$ cat src/rtl/uart_pkg.sv
// Shared constants and status payload for the UART FIFO controller.
package uart_pkg;

  localparam int unsigned UART_FIFO_DEPTH_DEFAULT = 16;
  localparam int unsigned UART_FIFO_CNT_W         = 16;

  typedef struct packed {
    logic [UART_FIFO_CNT_W-1:0] count;
    logic                       full;
    logic                       empty;
    logic                       thresh_hit;
    logic                       overflow;
    logic                       underflow;
  } uart_fifo_status_t;

  localparam uart_fifo_status_t UART_FIFO_STATUS_RST = '{
    count:      '0,
    full:       1'b0,
    empty:      1'b1,
    thresh_hit: 1'b0,
    overflow:   1'b0,
    underflow:  1'b0
  };

endpackage

$ cat src/rtl/uart_fifo_ptr.sv
// Wrap-bit pointer counter: AW address bits plus one wrap bit, with
// synchronous clear taking priority over increment.
module uart_fifo_ptr #(
  parameter int unsigned AW = 4
) (
  input  logic          clk_i,
  input  logic          rstn_i,
  input  logic          inc_i,
  input  logic          clr_i,
  output logic [AW-1:0] addr_o,
  output logic [AW:0]   ptr_nxt_c
);

  localparam int unsigned PW = AW + 1;

  logic [PW-1:0] ptr_q;

  always_comb begin
    ptr_nxt_c = ptr_q;
    if (clr_i) begin
      ptr_nxt_c = '0;
    end else if (inc_i) begin
      ptr_nxt_c = ptr_q + PW'(1);
    end
  end

  always_ff @(posedge clk_i or negedge rstn_i) begin
    if (!rstn_i) begin
      ptr_q <= '0;
    end else begin
      ptr_q <= ptr_nxt_c;
    end
  end

  assign addr_o = ptr_q[AW-1:0];

endmodule

$ cat src/rtl/uart_fifo_ctrl.sv
// FIFO pointer/flag controller for the UART data path; the storage RAM is
// external and driven through the ram_* strobes and addresses.
module uart_fifo_ctrl
  import uart_pkg::*;
#(
  parameter int unsigned DEPTH = UART_FIFO_DEPTH_DEFAULT,
  parameter int unsigned AW    = $clog2(DEPTH)
) (
  input  logic          clk_i,
  input  logic          rstn_i,
  input  logic          wr_req_i,
  input  logic          rd_req_i,
  input  logic          flush_i,
  input  logic          err_clr_i,
  input  logic [AW:0]   thresh_i,
  output logic          ram_we_o,
  output logic [AW-1:0] ram_waddr_o,
  output logic          ram_re_o,
  output logic [AW-1:0] ram_raddr_o,
  output logic          rd_valid_o,
  output logic [AW:0]   count_o,
  output logic          full_o,
  output logic          empty_o,
  output logic          thresh_hit_o,
  output logic          overflow_o,
  output logic          underflow_o
);

  logic              wr_acc_c;
  logic              rd_acc_c;
  logic              ovf_set_c;
  logic              unf_set_c;
  logic [AW:0]       wptr_nxt_c;
  logic [AW:0]       rptr_nxt_c;
  uart_fifo_status_t st_q;
  uart_fifo_status_t st_d;
  logic              rd_valid_q;

  // A read frees a slot in the same cycle, so a write at full is still taken.
  assign rd_acc_c  = rd_req_i & ~st_q.empty & ~flush_i;
  assign wr_acc_c  = wr_req_i & (~st_q.full | rd_acc_c) & ~flush_i;
  assign ovf_set_c = wr_req_i & st_q.full & ~rd_acc_c & ~flush_i;
  assign unf_set_c = rd_req_i & st_q.empty & ~flush_i;

  uart_fifo_ptr #(.AW(AW)) u_wptr (
    .clk_i     (clk_i),
    .rstn_i    (rstn_i),
    .inc_i     (wr_acc_c),
    .clr_i     (flush_i),
    .addr_o    (ram_waddr_o),
    .ptr_nxt_c (wptr_nxt_c)
  );

  uart_fifo_ptr #(.AW(AW)) u_rptr (
    .clk_i     (clk_i),
    .rstn_i    (rstn_i),
    .inc_i     (rd_acc_c),
    .clr_i     (flush_i),
    .addr_o    (ram_raddr_o),
    .ptr_nxt_c (rptr_nxt_c)
  );

  // Flags are computed from next-state values so they land with the access.
  always_comb begin
    st_d = st_q;
    if (flush_i) begin
      st_d.count = '0;
    end else if (wr_acc_c && !rd_acc_c) begin
      st_d.count = st_q.count + UART_FIFO_CNT_W'(1);
    end else if (!wr_acc_c && rd_acc_c) begin
      st_d.count = st_q.count - UART_FIFO_CNT_W'(1);
    end
    st_d.empty      = (wptr_nxt_c == rptr_nxt_c);
    st_d.full       = (wptr_nxt_c[AW-1:0] == rptr_nxt_c[AW-1:0]) &&
                      (wptr_nxt_c[AW] != rptr_nxt_c[AW]);
    st_d.thresh_hit = (thresh_i != '0) &&
                      (st_d.count >= UART_FIFO_CNT_W'(thresh_i));
    st_d.overflow   = ovf_set_c | (st_q.overflow & ~err_clr_i);
    st_d.underflow  = unf_set_c | (st_q.underflow & ~err_clr_i);
  end

  always_ff @(posedge clk_i or negedge rstn_i) begin
    if (!rstn_i) begin
      st_q       <= UART_FIFO_STATUS_RST;
      rd_valid_q <= 1'b0;
    end else begin
      st_q       <= st_d;
      rd_valid_q <= rd_acc_c;
    end
  end

  assign ram_we_o     = wr_acc_c;
  assign ram_re_o     = rd_acc_c;
  assign rd_valid_o   = rd_valid_q;
  assign count_o      = st_q.count[AW:0];
  assign full_o       = st_q.full;
  assign empty_o      = st_q.empty;
  assign thresh_hit_o = st_q.thresh_hit;
  assign overflow_o   = st_q.overflow;
  assign underflow_o  = st_q.underflow;

endmodule
$ cat config.mk
export PLATFORM = sky130hd
export DESIGN_NAME = uart_fifo_ctrl
export DESIGN_NICKNAME = d
export VERILOG_FILES = /design/src/rtl/uart_pkg.sv /design/src/rtl/uart_fifo_ptr.sv /design/src/rtl/uart_fifo_ctrl.sv
export SDC_FILE = /design/constraint.sdc
export NUM_CORES = 1
export LEC_CHECK = 0
export CAP_MARGIN = 0
export CORE_UTILIZATION = 51
export CTS_BUF_LIST = sky130_fd_sc_hd__clkbuf_16
export CTS_CLUSTER_SIZE = 14
export DETAILED_ROUTE_END_ITERATION = 16
export PLACE_DENSITY = 0.85
export SYNTH_ARGS = -nofsm -noshare
export SYNTH_HDL_FRONTEND = slang
export SYNTH_SLANG_ARGS = --single-unit
export TNS_END_PERCENT = 20
$ cat constraint.sdc
create_clock -name clk_i -period 3.5 [get_ports clk_i]
set_input_delay 0.875 -clock clk_i [delete_from_list [all_inputs] [get_ports clk_i]]
set_output_delay 0.875 -clock clk_i [all_outputs]
set_load 0.005 [all_outputs]
==> metrics, run 1 <==
cts bufs inserted 5; share of layout cells above drive strength 1 25.45%; # IOs 32; gp weighted congestion 0.9147; Synth cell types between 50 and 60; worst vdd ir roughly 0.00029 V; final period utilization 105.5%; post-synthesis adder-cell area fraction between 5 and 6%; Clock Latency Late Sink ~0.29 ns; pre-CTS setup slack -0.3689 ns; Port Buffers 31; Mapped Cells 224; Synth area leader dfrtp_1; Via Count between 2000 and 2500; starting density of the core approximately 55%; antenna violations before repair 0; Synth Flop Type dfrtp_1; antenna-violating nets left 0; Clock Skews ~0.014 ns; Post-synth EDFFs 0; drt drc 0; critical path launch point type input port; CTS tree done; first-pass GRT wire length between 10000 and 15000 µm; Max-Cap Viols 0; setup TNS -0.3608 ns; cts-stage hold buffer count 0; CP required between 3 and 4 ns; violated checks negative setup slack; Compound-Gate Fraction of Synth Area between 10% and 20%; clk root buf clkbuf_16; final setup fails 2; detailed-route wire length per cell ~20 µm; CP max stage delay 0.67 ns; CP Max Fanout 7; Setup WS post-layout -0.1934 ns; maximum number of pins on one net before global-route repair 33; Seq. cell area 802.0 µm²; Post-Syn Area 0.002092 mm²; CP dominant cell by count buf_4; Slowest-stage cell, CP a2111oi_0; Util after Layout 74.90%; share of the synthesized area in the top cell type between 30% and 40%; Final Max Slew Viols 0; Leak Pwr approximately 1.2 nW; Post-synth ARST share 100.0%; Fill cells 247; largest buffer count on any clock path 2; sequential element share of the synthesized area a little under two fifths; most common cell after layout, fill and taps aside buf_4; Slew headroom approximately 50%; Syn Area/Cell ~9.3 µm²; status finished with violations; most frequent cells in the layout buf_4, dfrtp_1, nor2_1, clkdlybuf4s50_1, xnor2_1; dpl hpwl about 3700 µm; # nets final 298; Vias/cell between 6 and 7; worst min path class reg2reg; xor and xnor area share after synthesis just over 9%; multi-input logic area 0.001202 mm²; TritonRoute pass-1 iters 4; Post-Synthesis Net Count around 240; Final Hold Violating Endpoints 0; Setup CP Type in2reg; Pwr Density 474.8 mW/mm²; Area Overhead vs Synth 36.00%; CTS sink cnt 32; Std-Cell Rows 22; Synth Warn # 0; H-tree depth 2; number of global-route vias before repair 2029; crit end category flop; fin cells between 300 and 400; Iteration-0 DRC Markers between 150 and 200; main combinational cell family by area after synthesis simple AND/OR/NAND/NOR gates; die area 0.004362 mm²; GRT Resource Usage Total around 33%; Core Box Area between 0.003 and 0.004 mm²; gr ovfl total 0; ANT cells 0; critical path, cell by cell dlygate4sd2_1 > buf_4 > buf_4 > nand2b_1 > buf_4 > a2111oi_0 > xnor2_1 > xnor2_1 > o211ai_1 > a221oi_1 > nor2b_1; clk slew on worst S/H paths 0.06 ns; final WL ~6700 µm; Min Clock Period, post-route 3.693 ns; Data arrival, critical path 3.90 ns; Seq cells post-synth 32; Placed Cells 312; mux share of post-synthesis cell area 1.495%; Simple-Gate Fraction of Synth Area roughly 22%; Max Clock Freq around 270 MHz; die width between 60 and 70 µm; largest cells by area after synthesis dfrtp_1, xnor2_1, nor2_1; Die Ht 66.05 µm; Least-Margin Pin Slew about 0.73 ns
layer usage:
layer,vias to the layer above,share of wire [%],track usage [%]
met3,46,7.5,7.759
met5,-,0,0
li1,884,-,-
met2,147,47,52.68
met1,994,39,40.50
met4,0,6.4,20.48
sequential cells by signal (all words and copies together), names as in the netlist:
| register | flops |
|---|---|
| st_q | 11 |
| count_o | 5 |
| u_rptr.ptr_q | 5 |
| u_wptr.ptr_q | 5 |
| empty_o | 1 |
| full_o | 1 |
| overflow_o | 1 |
| rd_valid_o | 1 |
| thresh_hit_o | 1 |
| underflow_o | 1 |
cells by family after synthesis:
| logic type | Yosys count |
|---|---|
| buffers and inverters | 32 |
| AO/OA/AOI/OAI | 40 |
| flip-flops | 32 |
| AND/OR/NAND/NOR | 86 |
| adder cells (fa/ha/maj) | 9 |
| multiplexers | 3 |
| XOR/XNOR | 22 |
synth_stat cells (all sizes together), types with 3 or more instances:
cell    count
xor2        8
inv        13
or4         4
xnor2      14
nand4       5
nand2b      3
nand3       6
clkbuf      5
a31oi       4
nand2      11
a21oi      10
nor2       32
nor2b       3
buf        14
ha          9
nor4        4
and2        3
dfrtp      31
o21ai       7
nor3        4
power breakdown:
| group | internal [mW] | switching [mW] | total (mW) | leakage (nW) |
|---|---|---|---|---|
| clock network | 0.331 | 0.171 | 0.502 | 0.0789 |
| logic | 0.206 | 0.196 | 0.402 | 0.721 |
| registers | 0.405 | 0.0421 | 0.447 | 0.437 |
critical path, delay by kind of cell:
family | cells | cell delay [ns]
AND/OR/NAND/NOR | 2 | 0.43
XOR/XNOR | 2 | 0.47
AO/OA/AOI/OAI | 3 | 1.37
buffers and inverters | 4 | 0.76
path summary, 6_finish.rpt:
kind | start | to | slack, ns | cells after the start
setup reg to reg | count_o[0] | thresh_hit_o | 0.13 | 11
hold reg to reg | underflow_o | underflow_o | 0.55 | 1
hold / removal | underflow_o | underflow_o | 0.55 | 1
max in group asynchronous | rstn_i | empty_o | 2.18 | 2
min in group asynchronous | rstn_i | full_o | 1.00 | 2
setup / recovery | flush_i | full_o | -0.19 | 11
stage by stage:
step	area [µm²]	hold WS, ns	total power, mW
6_report	2845	0.5527	1.351
2_1_floorplan	2092	0.4893	0.6282
5_1_grt	2845	0.5600	1.396
3_5_place_dp	2532	0.5019	0.7654
4_1_cts	2814	0.5312	1.298
3_3_place_gp	2532	0.5079	0.7570
what timing repair did:
item	CTS	global route
gates resized for setup	22	8
buffers inserted	6	1
endpoints found under the setup margin	2	1
hold endpoints to repair	0	0
gates cloned	0	0
pin swaps	12	7
cell type report:
class	instances	share of cell area, %
Clock buffer	5	4.398
Clock inverter	3	1.319
Tap cell	48	2.111
Timing Repair Buffer	66	20.01
Multi-Input combinational cell	160	42.26
Sequential cell	32	28.19
Inverter	13	1.715
No activity file was read; power rests on OpenSTA's default activity.
==> run 2, diff against run 1 <==
GPL_ROUTABILITY_DRIVEN = 0   (was not set)
==> run 2 against run 1 <==
The flow now finishes without violations. Routed wire length fell by 7.3%. First-iteration DRC count fell by 19%. Die area did not move. Worst hold slack got worse by 0.034 ns.
==> metrics, run 2 (same netlist as run 1, synthesis figures left out) <==
Hold Path Sink underflow_o (unchanged); Max Clock Freq 300.1 MHz (was 270.8 MHz); Final Max Slew Viols 0 (unchanged); ANT cells 0 (unchanged); TritonRoute pass-1 iters 5 (was 4); # nets final 294 (was 298); detailed-route wire length per cell 19.35 µm (was 20.62 µm); gr ovfl total 0 (unchanged); Port Buffers 31 (unchanged); Std-Cell Rows 22 (unchanged); critical path launch point type input port (unchanged); Data arrival, critical path 3.46 ns (was 3.90 ns); hold depth 1 (unchanged); number of global-route vias before repair 1841 (was 2029); r2r setup slk 0.22 ns (was 0.13 ns); first-pass GRT wire length 9094 µm (was 10370 µm); R2R depth 11 (unchanged); Core Box Area 0.003799 mm² (unchanged); share of layout cells above drive strength 1 23.27% (was 25.45%); Iteration-0 DRC Markers 127 (was 156); Seq. cell area 802.0 µm² (unchanged); status finished clean (was finished with violations); starting density of the core 55.07% (unchanged); hold_sp underflow_o (unchanged); antenna violations before repair 0 (unchanged); antenna-violating nets left 0 (unchanged); Largest Register st_q (unchanged); H-tree depth 2 (unchanged); Setup CP Type in2reg (unchanged); Max-Cap Viols 0 (unchanged); most common cell after layout, fill and taps aside dfrtp_1 (was buf_4); Area Overhead vs Synth 34.39% (was 36.00%); GRT Resource Usage Total 29.08% (was 33.20%); largest buffer count on any clock path 2 (unchanged); CTS tree done (unchanged); CTS sink cnt 32 (unchanged); crit end category flop (unchanged); Crit. Startpoint flush_i (unchanged); cts bufs inserted 5 (unchanged); end of the worst register-to-register path thresh_hit_o (unchanged); CP required 3.63 ns (was 3.71 ns); clk slew on worst S/H paths 0.05 ns (was 0.06 ns); Least-Margin Pin Slew 0.5773 ns (was 0.7296 ns); Clock Latency Late Sink 0.28 ns (was 0.29 ns); Slew headroom 60.52% (was 50.10%); clk root buf clkbuf_16 (unchanged); # IOs 32 (unchanged); Worst R2R Start count_o[0] (unchanged); die area 0.004362 mm² (unchanged); worst min path class reg2reg (unchanged); Vias/cell 6.248 (was 6.333); dpl hpwl 3895 µm (was 3741 µm); multi-input logic area 0.001184 mm² (was 0.001202 mm²); die width 66.05 µm (unchanged); final setup fails 0 (was 2); Pwr Density 462.7 mW/mm² (was 474.8 mW/mm²); Min Clock Period, post-route 3.333 ns (was 3.693 ns); worst vdd ir 0.0003354 V (was 0.0002851 V); CP Max Fanout 3 (was 7); most frequent cells in the layout dfrtp_1, nor2_1, buf_4 (was buf_4, dfrtp_1, nor2_1, clkdlybuf4s50_1, xnor2_1); Die Ht 66.05 µm (unchanged); WHS 0.5191 ns (was 0.5527 ns); max reg flops 11 (unchanged); Tot Pwr 1.301 mW (was 1.351 mW); Via Count 2018 (was 2071); Leak Pwr 1.249 nW (was 1.237 nW); Final Hold Violating Endpoints 0 (unchanged); cts-stage hold buffer count 0 (unchanged); drt drc 0 (unchanged); final period utilization 95.22% (was 105.5%); maximum number of pins on one net before global-route repair 33 (unchanged); RSZ-0062 raised after global routing false; Clock Skews 0.004535 ns (was 0.01417 ns); Fill cells 230 (was 247); final WL 6250 µm (was 6742 µm)
==> run 2: cell count changes in the layout (fill, tap and decap cells not counted), moves of 2 or more <==
cell,before,now
nor4_2,0,2
dlymetal6s2s_1,0,3
nor2_1,28,30
dlygate4sd2_1,2,0
buf_4,34,30
nor2_4,2,0
==> run 2: critical path, stage by stage <==
cell            delay, ns
dlymetal6s2s_1       0.14
or3b_4               0.41
nor3b_4              0.23
buf_6                0.14
a31oi_2              0.10
xor2_1               0.18
nor2_1               0.21
ha_1                 0.28
o21ai_2              0.07
a21oi_1              0.06
or3_1                0.38
nor4_2               0.28
a22oi_1              0.12
==> run 2: area by class of cell <==
class                   count  share of cell area (%)
well taps                  48                   2.136
repair buffers             62                   19.72
inverters                  13                   1.736
multi-input cells         160                   42.10
clock buffers               5                   4.450
flip-flops and latches     32                   28.53
clock inverters             3                   1.335
==> run 2: worst max path at each step <==
stage	end	slack, ns	depth (start not counted)
final	thresh_hit_o	0.17	13
after global routing	thresh_hit_o	0.04	11
after CTS	ram_we_o	0.02	7
after detailed placement	thresh_hit_o	-0.26	14
after global placement	thresh_hit_o	-0.23	11
after floorplan	thresh_hit_o	0.24	13
==> run 2: repair_timing <==
action / CTS / global route
buffers inserted: 1 / 1
setup endpoints to repair: 2 / 2
resized for setup: 6 / 17
gates cloned: 0 / 0
pin swaps: 1 / 9
==> run 2: metal layers <==
layer | share of wire, % | track usage (%) | wire length, µm
met1 | 38 | 35.47 | 2362
met2 | 49 | 48.21 | 3040
met3 | 8.5 | 6.379 | 530
met4 | 5.1 | 14.36 | 316
met5 | 0 | 0 | 0
==> run 2: power by group <==
group / internal (mW) / leakage (nW) / switching [mW]
sequential: 0.405 / 0.437 / 0.0418
combinational: 0.192 / 0.734 / 0.172
clock: 0.330 / 0.0789 / 0.160
total: 0.927 / 1.25 / 0.373
==> run 2: through the flow <==
step / setup TNS [ns] / utilization, % / cell area (µm²) / worst slack, ns / cells
floorplan: 0 / - / 2092 / 0.2380 / 224
global placement: -0.2534 / 66.86 / 2540 / -0.2307 / 313
detailed placement: -0.3138 / 66.86 / 2540 / -0.2633 / 313
CTS: 0 / 72.13 / 2740 / 0.01516 / 322
global route: 0 / 74.01 / 2811 / 0.04344 / 323
finish: 0 / 74.01 / 2811 / 0.1674 / 323
==> run 3, diff against run 2 <==
GPL_ROUTABILITY_DRIVEN = not set   (was 0)
==> results of run 3 <==
Same layout as run 1: the final DEF is identical, and so are final timing and power.
==> RTL edit: new RTL, settings of run 2 <==
Make the reset (`rstn_i`) synchronous in 2 clocked blocks.
--- a/src/rtl/uart_fifo_ptr.sv
+++ b/src/rtl/uart_fifo_ptr.sv
@@ -24,7 +24,7 @@
     end
   end
 
-  always_ff @(posedge clk_i or negedge rstn_i) begin
+  always_ff @(posedge clk_i) begin
     if (!rstn_i) begin
       ptr_q <= '0;
     end else begin
--- a/src/rtl/uart_fifo_ctrl.sv
+++ b/src/rtl/uart_fifo_ctrl.sv
@@ -79,7 +79,7 @@
     st_d.underflow  = unf_set_c | (st_q.underflow & ~err_clr_i);
   end
 
-  always_ff @(posedge clk_i or negedge rstn_i) begin
+  always_ff @(posedge clk_i) begin
     if (!rstn_i) begin
       st_q       <= UART_FIFO_STATUS_RST;
       rd_valid_q <= 1'b0;
Formal check against the unedited RTL: differs if rstn_i is asserted again (counterexample within 4 cycles, from zero or initial values and one cycle with rstn_i low); with rstn_i held inactive, the same outputs for 10 cycles.
==> RTL edit against run 2 <==
Cell area fell by 6.8%; register-to-register slack improved by 630 ps; non-clock buffer count fell by 15; global-route usage fell by 3.8 points; core utilization fell by 8.5 points; clock skew fell by 1.8 ps; count of clock-buffer cells in the layout did not move; worst setup slack got worse by 91 ps; area after synthesis rose by 1.9%; sequential share of layout area fell by 4.1 points; sequential cell count did not move; routed wire length fell by 18%; critical path type is now in -> out; critical endpoint is now ram_we_o.
Power is not compared: it rests on default switching activity, and its combinational part moved more than twofold at a synthesized area within 25%.
==> RTL edit: results (changes against run 2) <==
| Metric | Value |
|---|---|
| Final net count | `303 (+3.1%)` |
| Adder-cell area share of the yosys netlist | `5.282% (-0.10 points)` |
| Post-CTS Setup Inserts | `0 (-1)` |
| Syn Nets | `276 (+13%)` |
| Post_cts resized | `0 (-6)` |
| Drt pass-1 iters | `4 (-1)` |
| Largest net degree at the start of global routing | `18 (-45%)` |
| Initial DRC count | `225 (+77%)` |
| Final WL | `5.154 mm (-18%)` |
| Via count | `1,927 (-4.5%)` |
| Ys async rst share | `0% (-100 points)` |
| Dpl ws | `-38.55 ps (+224.7 ps)` |
| Worst path slowest cell | `clkdlybuf4s50_1` |
| Via count of the first global-routing pass | `1,772 (-3.7%)` |
| GRT Total Usage | `25.30% (-3.8 points)` |
| Skew final | `2.705 ps (-1.830 ps)` |
| Sequential area share after synthesis | `30.05% (-8.3 points)` |
| Slowest cell delay on critical path | `500 ps (+90 ps)` |
| Placed Area | `0.002452 mm2 (-3.4%)` |
| Maximum fanout along the worst path | `2 (-1)` |
| Top cells by area, synth | `dfxtp_1 (30%), nor2_1 (6.2%), xor2_1 (5.3%), ha_1 (5.3%), buf_4 (4.6%)` |
| Compound-Gate Fraction of Synth Area | `10.62% (-3.8 points)` |
| Fraction of layout cells with a size suffix above 1 | `13.38% (-9.9 points)` |
| CP arrival | `2550 ps (-910 ps)` |
| Fill cells | `339 (+47%)` |
| Yosys cell types | `52 (-7.1%)` |
| Delay-heaviest family, CP | `buffers and inverters` |
| Clk_lat worst skew | `280 ps (about the same)` |
| Status | `finished, final reports clean` |
| List of most frequent post-synthesis cells | `nor2_1 (35), dfxtp_1 (32), nor3_1 (17)` |
| Setup ws final | `76.78 ps (-90.62 ps)` |
| XOR/XNOR Fraction of Synth Area | `9.800% (+0.59 points)` |
| R2R Setup Slk | `850 ps (+630 ps)` |
| Post-synthesis mux area share | `3.345% (+1.8 points)` |
| Final HPWL DP | `3.731 mm (-4.2%)` |
| Slew headroom | `63.62% (+3.1 points)` |
| Global-route wire length before repair | `8.273 mm (-9.0%)` |
[RTL edit: changes by cell type after synthesis, sizes merged, moves of 7 or more]
cell	change
nor3	+18
dfxtp	+32
dfrtp	-31
buf	+7
a21oi	-7
[RTL edit: power by group through the flow]
stage	registers (mW)	logic, mW	clock network, mW
after floorplan	0.383	0.0622	0
after global placement	0.385	0.102	0
after detailed placement	0.385	0.105	0
after CTS	0.377	0.106	0.508
after global routing	0.378	0.115	0.522
final	0.377	0.107	0.500
[RTL edit: metrics by stage]
stage / hold slack [ps] / std cells
after floorplan: 476.4 / 256
after global placement: 477.9 / 326
after detailed placement: 481.2 / 326
after CTS: 493.8 / 334
after global routing: 531.7 / 334
final: 490.4 / 334
[RTL edit: final cells by class]
type,count,area (um2),share of cell area [%]
clock buffers,5,125.1,4.776
clock inverters,3,42.54,1.624
inverters,12,45.04,1.719
multi-input cells,185,1274,48.62
flip-flops and latches,32,640.6,24.45
well taps,50,62.56,2.388
repair buffers,47,430.4,16.43
[RTL edit: tightest hold or removal path, delay by kind of cell (launching register included)]
family	cells	cell delay [ps]
flops	1	330
simple gates	1	70
compound gates	1	60
[RTL edit: worst paths after layout]
kind,start,depth (start not counted),end
max reg2reg,count_o[1]$_SDFF_PN0_,11,thresh_hit_o$_SDFF_PN0_
min,underflow_o$_SDFF_PN0_,2,underflow_o$_SDFF_PN0_
max,rd_req_i,5,ram_we_o
min reg2reg,underflow_o$_SDFF_PN0_,2,underflow_o$_SDFF_PN0_
[RTL edit: layer usage]
| layer | vias up | track usage, % | part of all wire (%) |
|---|---|---|---|
| li1 | 943 | - | - |
| met3 | 10 | 6.507 | 4.7 |
| met5 | - | 0 | 0 |
| met4 | 0 | 11.97 | 2.2 |
| met1 | 919 | 28.57 | 44 |
| met2 | 55 | 43.81 | 49 |
